==> src/rtl/dds_pkg.sv <==
`default_nettype none
// ============================================================================
// Module   : dds_pkg
// Brief    : Shared widths, command record and FSM states for the DDS
//            parameter scheduler.
// Revision : 1.0 - initial release
// ============================================================================
package dds_pkg;

    localparam int TS_W = 48;
    localparam int PH_W = 14;

    typedef struct packed {
        logic [TS_W-1:0] start_time;
        logic [TS_W-1:0] freq;
        logic [PH_W-1:0] phase;
        logic            sync;
    } dds_cmd_t;

    typedef enum logic [0:0] {
        IDLE  = 1'b0,
        ARMED = 1'b1
    } state_t;

endpackage
`default_nettype wire

==> src/rtl/dds_param_scheduler_if.sv <==
`default_nettype none
// ============================================================================
// Module   : dds_param_scheduler_if
// Brief    : Valid/ready command stream feeding the DDS parameter scheduler.
// Revision : 1.0 - initial release
// ============================================================================
interface dds_param_scheduler_if #(
    parameter int TS_W = dds_pkg::TS_W,
    parameter int PH_W = dds_pkg::PH_W
);
    logic            cmd_valid;
    logic            cmd_ready;
    logic [TS_W-1:0] cmd_time;
    logic [TS_W-1:0] cmd_freq;
    logic [PH_W-1:0] cmd_phase;
    logic            cmd_sync;

    modport master (
        output cmd_valid, cmd_time, cmd_freq, cmd_phase, cmd_sync,
        input  cmd_ready
    );

    modport slave (
        input  cmd_valid, cmd_time, cmd_freq, cmd_phase, cmd_sync,
        output cmd_ready
    );
endinterface
`default_nettype wire

==> src/rtl/dds_param_scheduler.sv <==
`default_nettype none
// ============================================================================
// Module   : dds_param_scheduler
// Brief    : Holds one timed DDS command and loads freq/phase/timeoffset into
//            the phase MAC registers when the timestamp reaches its target.
// Revision : 1.0 - initial release
// ============================================================================
module dds_param_scheduler #(
    parameter int FIRE_LEAD = 0,
    parameter int TS_W      = dds_pkg::TS_W,
    parameter int PH_W      = dds_pkg::PH_W
) (
    input  wire logic            clk,
    input  wire logic            resetn,
    input  wire logic [TS_W-1:0] i_counter,
    dds_param_scheduler_if.slave cmd,
    input  wire logic            i_flush,
    input  wire logic            i_err_clr,
    output logic [TS_W-1:0]      o_timeoffset,
    output logic [TS_W-1:0]      o_freq,
    output logic [PH_W-1:0]      o_phase,
    output logic                 o_update_pulse,
    output logic                 o_armed,
    output logic                 o_late_error,
    output logic [15:0]          o_apply_count
);
    import dds_pkg::*;

    localparam logic [TS_W-1:0] c_LEAD = TS_W'(FIRE_LEAD);

    state_t          r_state;
    state_t          w_state_nxt;
    logic [TS_W-1:0] r_target;
    logic [TS_W-1:0] r_time;
    logic [TS_W-1:0] r_freq_h;
    logic [PH_W-1:0] r_phase_h;
    logic            r_sync_h;

    logic [TS_W-1:0] w_new_target;
    logic            w_reached;
    logic            w_ready;
    logic            w_apply;
    logic            w_capture;
    logic            w_late;

    // Saturate so an early start time fires immediately instead of wrapping.
    assign w_new_target = (cmd.cmd_time > c_LEAD) ? (cmd.cmd_time - c_LEAD) : '0;
    assign w_reached    = (i_counter >= r_target);

    always_comb begin
        w_ready     = 1'b0;
        w_apply     = 1'b0;
        w_state_nxt = r_state;
        case (r_state)
            IDLE: begin
                w_ready = !i_flush;
            end
            ARMED: begin
                w_ready = w_reached && !i_flush;
                w_apply = w_reached && !i_flush;
            end
            default: begin
                w_ready = 1'b0;
            end
        endcase
        w_capture = cmd.cmd_valid && w_ready && resetn;
        if (i_flush) begin
            w_state_nxt = IDLE;
        end else if (w_capture) begin
            w_state_nxt = ARMED;
        end else if (w_apply) begin
            w_state_nxt = IDLE;
        end
    end

    assign cmd.cmd_ready = w_ready && resetn;
    assign w_late        = w_capture && (i_counter > w_new_target);
    assign o_armed       = (r_state == ARMED);

    always_ff @(posedge clk) begin
        if (!resetn) begin
            r_state <= IDLE;
        end else begin
            r_state <= w_state_nxt;
        end
    end

    // Held command payload needs no reset: it is only consumed while ARMED.
    always_ff @(posedge clk) begin
        if (w_capture) begin
            r_target  <= w_new_target;
            r_time    <= cmd.cmd_time;
            r_freq_h  <= cmd.cmd_freq;
            r_phase_h <= cmd.cmd_phase;
            r_sync_h  <= cmd.cmd_sync;
        end
    end

    always_ff @(posedge clk) begin
        if (!resetn) begin
            o_timeoffset   <= '0;
            o_freq         <= '0;
            o_phase        <= '0;
            o_update_pulse <= 1'b0;
            o_late_error   <= 1'b0;
            o_apply_count  <= '0;
        end else begin
            o_update_pulse <= w_apply;
            if (w_apply) begin
                o_freq        <= r_freq_h;
                o_phase       <= r_phase_h;
                o_apply_count <= o_apply_count + 16'd1;
                if (r_sync_h) begin
                    o_timeoffset <= r_time;
                end
            end
            if (w_late) begin
                o_late_error <= 1'b1;
            end else if (i_err_clr) begin
                o_late_error <= 1'b0;
            end
        end
    end

endmodule
`default_nettype wire

==> src/flat_wrapper.sv <==
// flat-port wrapper written by rule: the top's interface ports become plain ports
module dds_param_scheduler_flat import dds_pkg::*;
#(
    parameter int FIRE_LEAD = 0,
    parameter int TS_W      = dds_pkg::TS_W,
    parameter int PH_W      = dds_pkg::PH_W
)
  (clk, resetn, i_counter, i_flush, i_err_clr, o_timeoffset, o_freq, o_phase, o_update_pulse, o_armed, o_late_error, o_apply_count, cmd_cmd_valid, cmd_cmd_time, cmd_cmd_freq, cmd_cmd_phase, cmd_cmd_sync, cmd_cmd_ready);
  dds_param_scheduler_if #(.TS_W(TS_W), .PH_W(PH_W)) cmd_i ();
  input  wire logic clk;
  input  wire logic resetn;
  input  wire logic [TS_W-1:0] i_counter;
  input  wire logic i_flush;
  input  wire logic i_err_clr;
  output logic [TS_W-1:0] o_timeoffset;
  output logic [TS_W-1:0] o_freq;
  output logic [PH_W-1:0] o_phase;
  output logic o_update_pulse;
  output logic o_armed;
  output logic o_late_error;
  output logic [15:0] o_apply_count;
  input wire logic [$bits(cmd_i.cmd_valid)-1:0] cmd_cmd_valid;
  input wire logic [$bits(cmd_i.cmd_time)-1:0] cmd_cmd_time;
  input wire logic [$bits(cmd_i.cmd_freq)-1:0] cmd_cmd_freq;
  input wire logic [$bits(cmd_i.cmd_phase)-1:0] cmd_cmd_phase;
  input wire logic [$bits(cmd_i.cmd_sync)-1:0] cmd_cmd_sync;
  output wire logic [$bits(cmd_i.cmd_ready)-1:0] cmd_cmd_ready;
  assign cmd_i.cmd_valid = cmd_cmd_valid;
  assign cmd_i.cmd_time = cmd_cmd_time;
  assign cmd_i.cmd_freq = cmd_cmd_freq;
  assign cmd_i.cmd_phase = cmd_cmd_phase;
  assign cmd_i.cmd_sync = cmd_cmd_sync;
  assign cmd_cmd_ready = cmd_i.cmd_ready;
  dds_param_scheduler #(.FIRE_LEAD(FIRE_LEAD), .TS_W(TS_W), .PH_W(PH_W)) u_core (.clk(clk), .resetn(resetn), .i_counter(i_counter), .cmd(cmd_i), .i_flush(i_flush), .i_err_clr(i_err_clr), .o_timeoffset(o_timeoffset), .o_freq(o_freq), .o_phase(o_phase), .o_update_pulse(o_update_pulse), .o_armed(o_armed), .o_late_error(o_late_error), .o_apply_count(o_apply_count));
endmodule
==> config.mk <==
export PLATFORM = sky130hd
export DESIGN_NAME = dds_param_scheduler_flat
export DESIGN_NICKNAME = d
export VERILOG_FILES = /design/src/rtl/dds_pkg.sv /design/src/rtl/dds_param_scheduler_if.sv /design/src/rtl/dds_param_scheduler.sv /design/src/flat_wrapper.sv
export SDC_FILE = /design/constraint.sdc
export NUM_CORES = 1
export LEC_CHECK = 0
export CORE_MARGIN = 2
export CORE_UTILIZATION = 40
export DETAILED_ROUTE_END_ITERATION = 10
export HOLD_SLACK_MARGIN = 0.08
export PLACE_DENSITY_LB_ADDON = 0.1
export SYNTH_ARGS = -nofsm -noshare
export SYNTH_HDL_FRONTEND = slang
export SYNTH_SLANG_ARGS = --single-unit
export TNS_END_PERCENT = 50
==> constraint.sdc <==
create_clock -name clk -period 24.8 [get_ports clk]
set_input_delay 4.96 -clock clk [delete_from_list [all_inputs] [get_ports clk]]
set_output_delay 4.96 -clock clk [all_outputs]
set_load 0.01 [all_outputs]
==> results.rst <==
.. list-table::
   :header-rows: 1

   * - Metric
     - Value
   * - Synth Register Bits
     - 288
   * - Register clock-pin slew on the reported worst setup and hold paths
     - 60 ps
   * - Routability Congestion
     - 0.816
   * - Layout cell share with drive strength beyond 1
     - 5.01%
   * - Crit path capture type
     - output port
   * - Peak Freq
     - 77.4 MHz
   * - Routed length per instance
     - 16.5 um
   * - Required time at the endpoint of the critical path
     - 19840 ps
   * - Floorplan die width
     - 179 um
   * - Top library cells by usage in the layout, fill and taps aside
     - 292 x clkdlybuf4s50_1, 159 x edfxtp_1, 129 x dfxtp_1
   * - GRT Overall Usage
     - 17.4%
   * - Antenna violations before repair
     - 5
   * - Critical path startpoint category
     - input pin
   * - Net count of the mapped netlist
     - 1320
   * - Net count of the finished layout
     - 1573
   * - Count of unique library cells instantiated by Yosys
     - 44
   * - Vias in the first global route
     - 8109
   * - PostCTS Resize Cnt
     - 0
   * - CTS Sinks
     - 288
   * - Syn. warnings
     - 0
   * - Depth of the worst register-to-register path
     - 11
   * - Clock Skew
     - 16.0 ps
   * - Destination of the worst register-to-register timing path
     - u_core.o_timeoffset[25]
   * - Routed via count divided by cell count
     - 4.79
   * - Number of slew-limit violations in the final report
     - 0
   * - GR Util met1
     - 22.1%
   * - Most common flop cell mapped by yosys
     - edfxtp_1
   * - Number of maximum-capacitance constraint violations
     - 0
   * - Accumulated negative setup slack
     - 0 ps
   * - Unrepaired setup endpoints after global routing
     - no
   * - Post-CTS Hold Buffers
     - 0
   * - Final clock period utilization by the worst path
     - 52.1%
   * - First-pass GRT wire length
     - 43500 um
   * - First-pass iteration count of the detailed router
     - 5
   * - Arrival time reported for the critical path endpoint
     - 7960 ps
   * - Crit path time final
     - 12920 ps
   * - CTS root buf
     - clkbuf_16
   * - Fraction of met2 tracks used by global routing
     - 28.5%
   * - Area enclosed by the die boundary
     - 32100 sq um
   * - Most common cell after layout, fill and taps aside
     - clkdlybuf4s50_1
   * - DR DRC count
     - 0
   * - Maximum number of pins on one net before global-route repair
     - 131
   * - Count of buffers added by post-CTS timing repair for setup
     - 0
   * - Maximum number of buffers from clock root to sink
     - 3
   * - Start of the worst register-to-register path
     - u_core.r_target[39]
   * - GRT met3 Usage
     - 5.58%
   * - Post-synth EDFFs
     - 159
   * - Area Growth Syn to Fin
     - 34.8%
   * - Clk Latency, worst-skew pair
     - 510 ps
   * - Average cell area after synthesis
     - 11.6 sq um
   * - Remaining antenna violation count after routing
     - 0
   * - Count of input and output buffers
     - 293
   * - Number of levels in the clock H-tree
     - 2
   * - Depth of the worst hold-timing path
     - 2
   * - Cts bufs inserted
     - 34
   * - Overflow left after global routing
     - 0
   * - Hold worst-path end
     - u_core.o_timeoffset[0]
   * - Placement Rows
     - 64
   * - Initial Util
     - 40.3%
   * - Routed wire length
     - 28700 um
   * - Leakage power figure
     - 6.74 nW
   * - WS Path Type
     - in2out
   * - Startpoint of the worst hold path
     - u_core.o_timeoffset[0]
   * - DR vias
     - 8312
   * - Synthesized instance count
     - 1059
   * - Hold WC Path Type
     - reg2reg
   * - Peak ir drop on the vdd network
     - 0.0533 mV
   * - Setup-failing EPs final
     - 0
   * - Area of the mapped netlist
     - 12300 sq um
   * - Relative max-transition margin
     - 38.9%
   * - GRT busiest layer
     - met2
   * - Drt first-iter violations
     - 381
   * - TritonCTS clock tree
     - done
   * - Transition at the pin with the smallest max-transition slack
     - 917 ps
   * - Die Y
     - 179 um
   * - DP HPWL
     - 20000 um
   * - Total power divided by cell area
     - 65.0 nW/um^2
   * - Core ar.
     - 30400 sq um
   * - Async set-reset flop share out of synthesis
     - 0%
   * - Max FO, Critical Path
     - 4
   * - Finished Core Util
     - 54.3%
   * - Ports placed on the boundary
     - 294
   * - Portion of the post-synthesis area used by sequential elements
     - 60.0%
   * - Slack of the worst reg-to-reg path
     - 20630 ps
   * - Total count of hold-check failures in the final report
     - 0
   * - Result of the run
     - complete, no violations
==> routing by layer <==
layer | share of wire (%) | vias to the layer above
met5 | 0.15 | -
met4 | 1.7 | 6
met3 | 8.5 | 46
met2 | 46 | 221
met1 | 43 | 3871
li1 | - | 4168
==> cells by family after synthesis <==
logic type | Yosys count | synth area share, %
adder cells (fa/ha/maj) | 97 | 9.89
flip-flops | 288 | 60.0
buffers and inverters | 186 | 5.91
XOR/XNOR | 1 | 0.0714
multiplexers | 113 | 9.22
AND/OR/NAND/NOR | 273 | 9.94
AO/OA/AOI/OAI | 101 | 4.99
==> how the worst max path moves through the flow <==
stage | endpoint | cells after the start | start | slack (ps)
floorplan | u_core.o_late_error | 8 | i_counter[46] | 5620
global placement | cmd_cmd_ready | 10 | i_counter[0] | 11860
detailed placement | cmd_cmd_ready | 9 | i_counter[41] | 11900
CTS | cmd_cmd_ready | 9 | i_counter[46] | 11870
global route | cmd_cmd_ready | 9 | i_counter[43] | 11730
finish | cmd_cmd_ready | 9 | i_counter[46] | 11880
==> worst max-delay path, cell delays in order <==
cell	delay (ps)
clkdlybuf4s50_1	440
ha_1	350
nand4_2	150
or4_4	590
nand3b_1	200
a31oi_1	340
nor3_1	190
a21oi_1	180
clkdlybuf4s50_1	550
==> registers in the layout (all words and copies together) (netlist names) <==
register,count
u_core.r_time,48
u_core.r_target,48
u_core.o_apply_count,16
u_core.r_sync_h,1
u_core.o_phase,14
u_core.o_update_pulse,1
u_core.o_late_error,1
u_core.r_freq_h,48
u_core.o_armed,1
u_core.o_freq,48
u_core.o_timeoffset,48
u_core.r_phase_h,14
==> synthesized netlist by cell type (all sizes together) (2+ instances only) <==
cell	count	area (sq um)
a211oi	4	30.0
a21o	8	60.1
a21oi	50	250
a221oi	5	43.8
and3	2	12.5
buf	15	82.6
clkbuf	68	255
dfxtp	129	2580
edfxtp	159	4770
ha	97	1210
inv	103	387
mux2i	113	1130
nand2	128	480
nand2b	2	12.5
nand3	16	80.1
nand4	21	138
nor2	73	274
nor3	3	15.0
nor4	6	50.0
o211ai	2	15.0
o21a	3	22.5
o21ai	16	80.1
o31ai	4	30.0
or3	10	62.6
or4	7	56.3
==> per-stage QoR <==
step / cells / setup WS (ps) / total power, mW / hold WS (ps) / instance area (sq um)
floorplan: 1059 / 5620 / 0.570 / 453 / 12300
global placement: 1672 / 11860 / 0.610 / 442 / 15500
detailed placement: 1672 / 11900 / 0.611 / 447 / 15500
finish: 1736 / 11880 / 1.07 / 454 / 16500
CTS: 1734 / 11870 / 1.09 / 458 / 16500
global route: 1735 / 11730 / 1.12 / 473 / 16500
==> power breakdown <==
| group | total (mW) | leakage (nW) | internal (mW) | switching [mW] |
|---|---|---|---|---|
| clock | 0.474 | 0.517 | 0.281 | 0.193 |
| sequential | 0.517 | 2.50 | 0.515 | 0.00282 |
| combinational | 0.0825 | 3.73 | 0.0432 | 0.0393 |
| total | 1.07 | 6.74 | 0.839 | 0.235 |
==> layout make-up <==
cell class              instances  area, sq um
fillers                      2711        13900
flip-flops and latches        288         7360
multi-input cells             585         4220
repair buffers                300         3000
clock buffers                  51          965
well taps                     396          495
inverters                     103          387
clock inverters                11          103
diodes                          2         5.00
No activity file was read; power rests on OpenSTA's default activity.
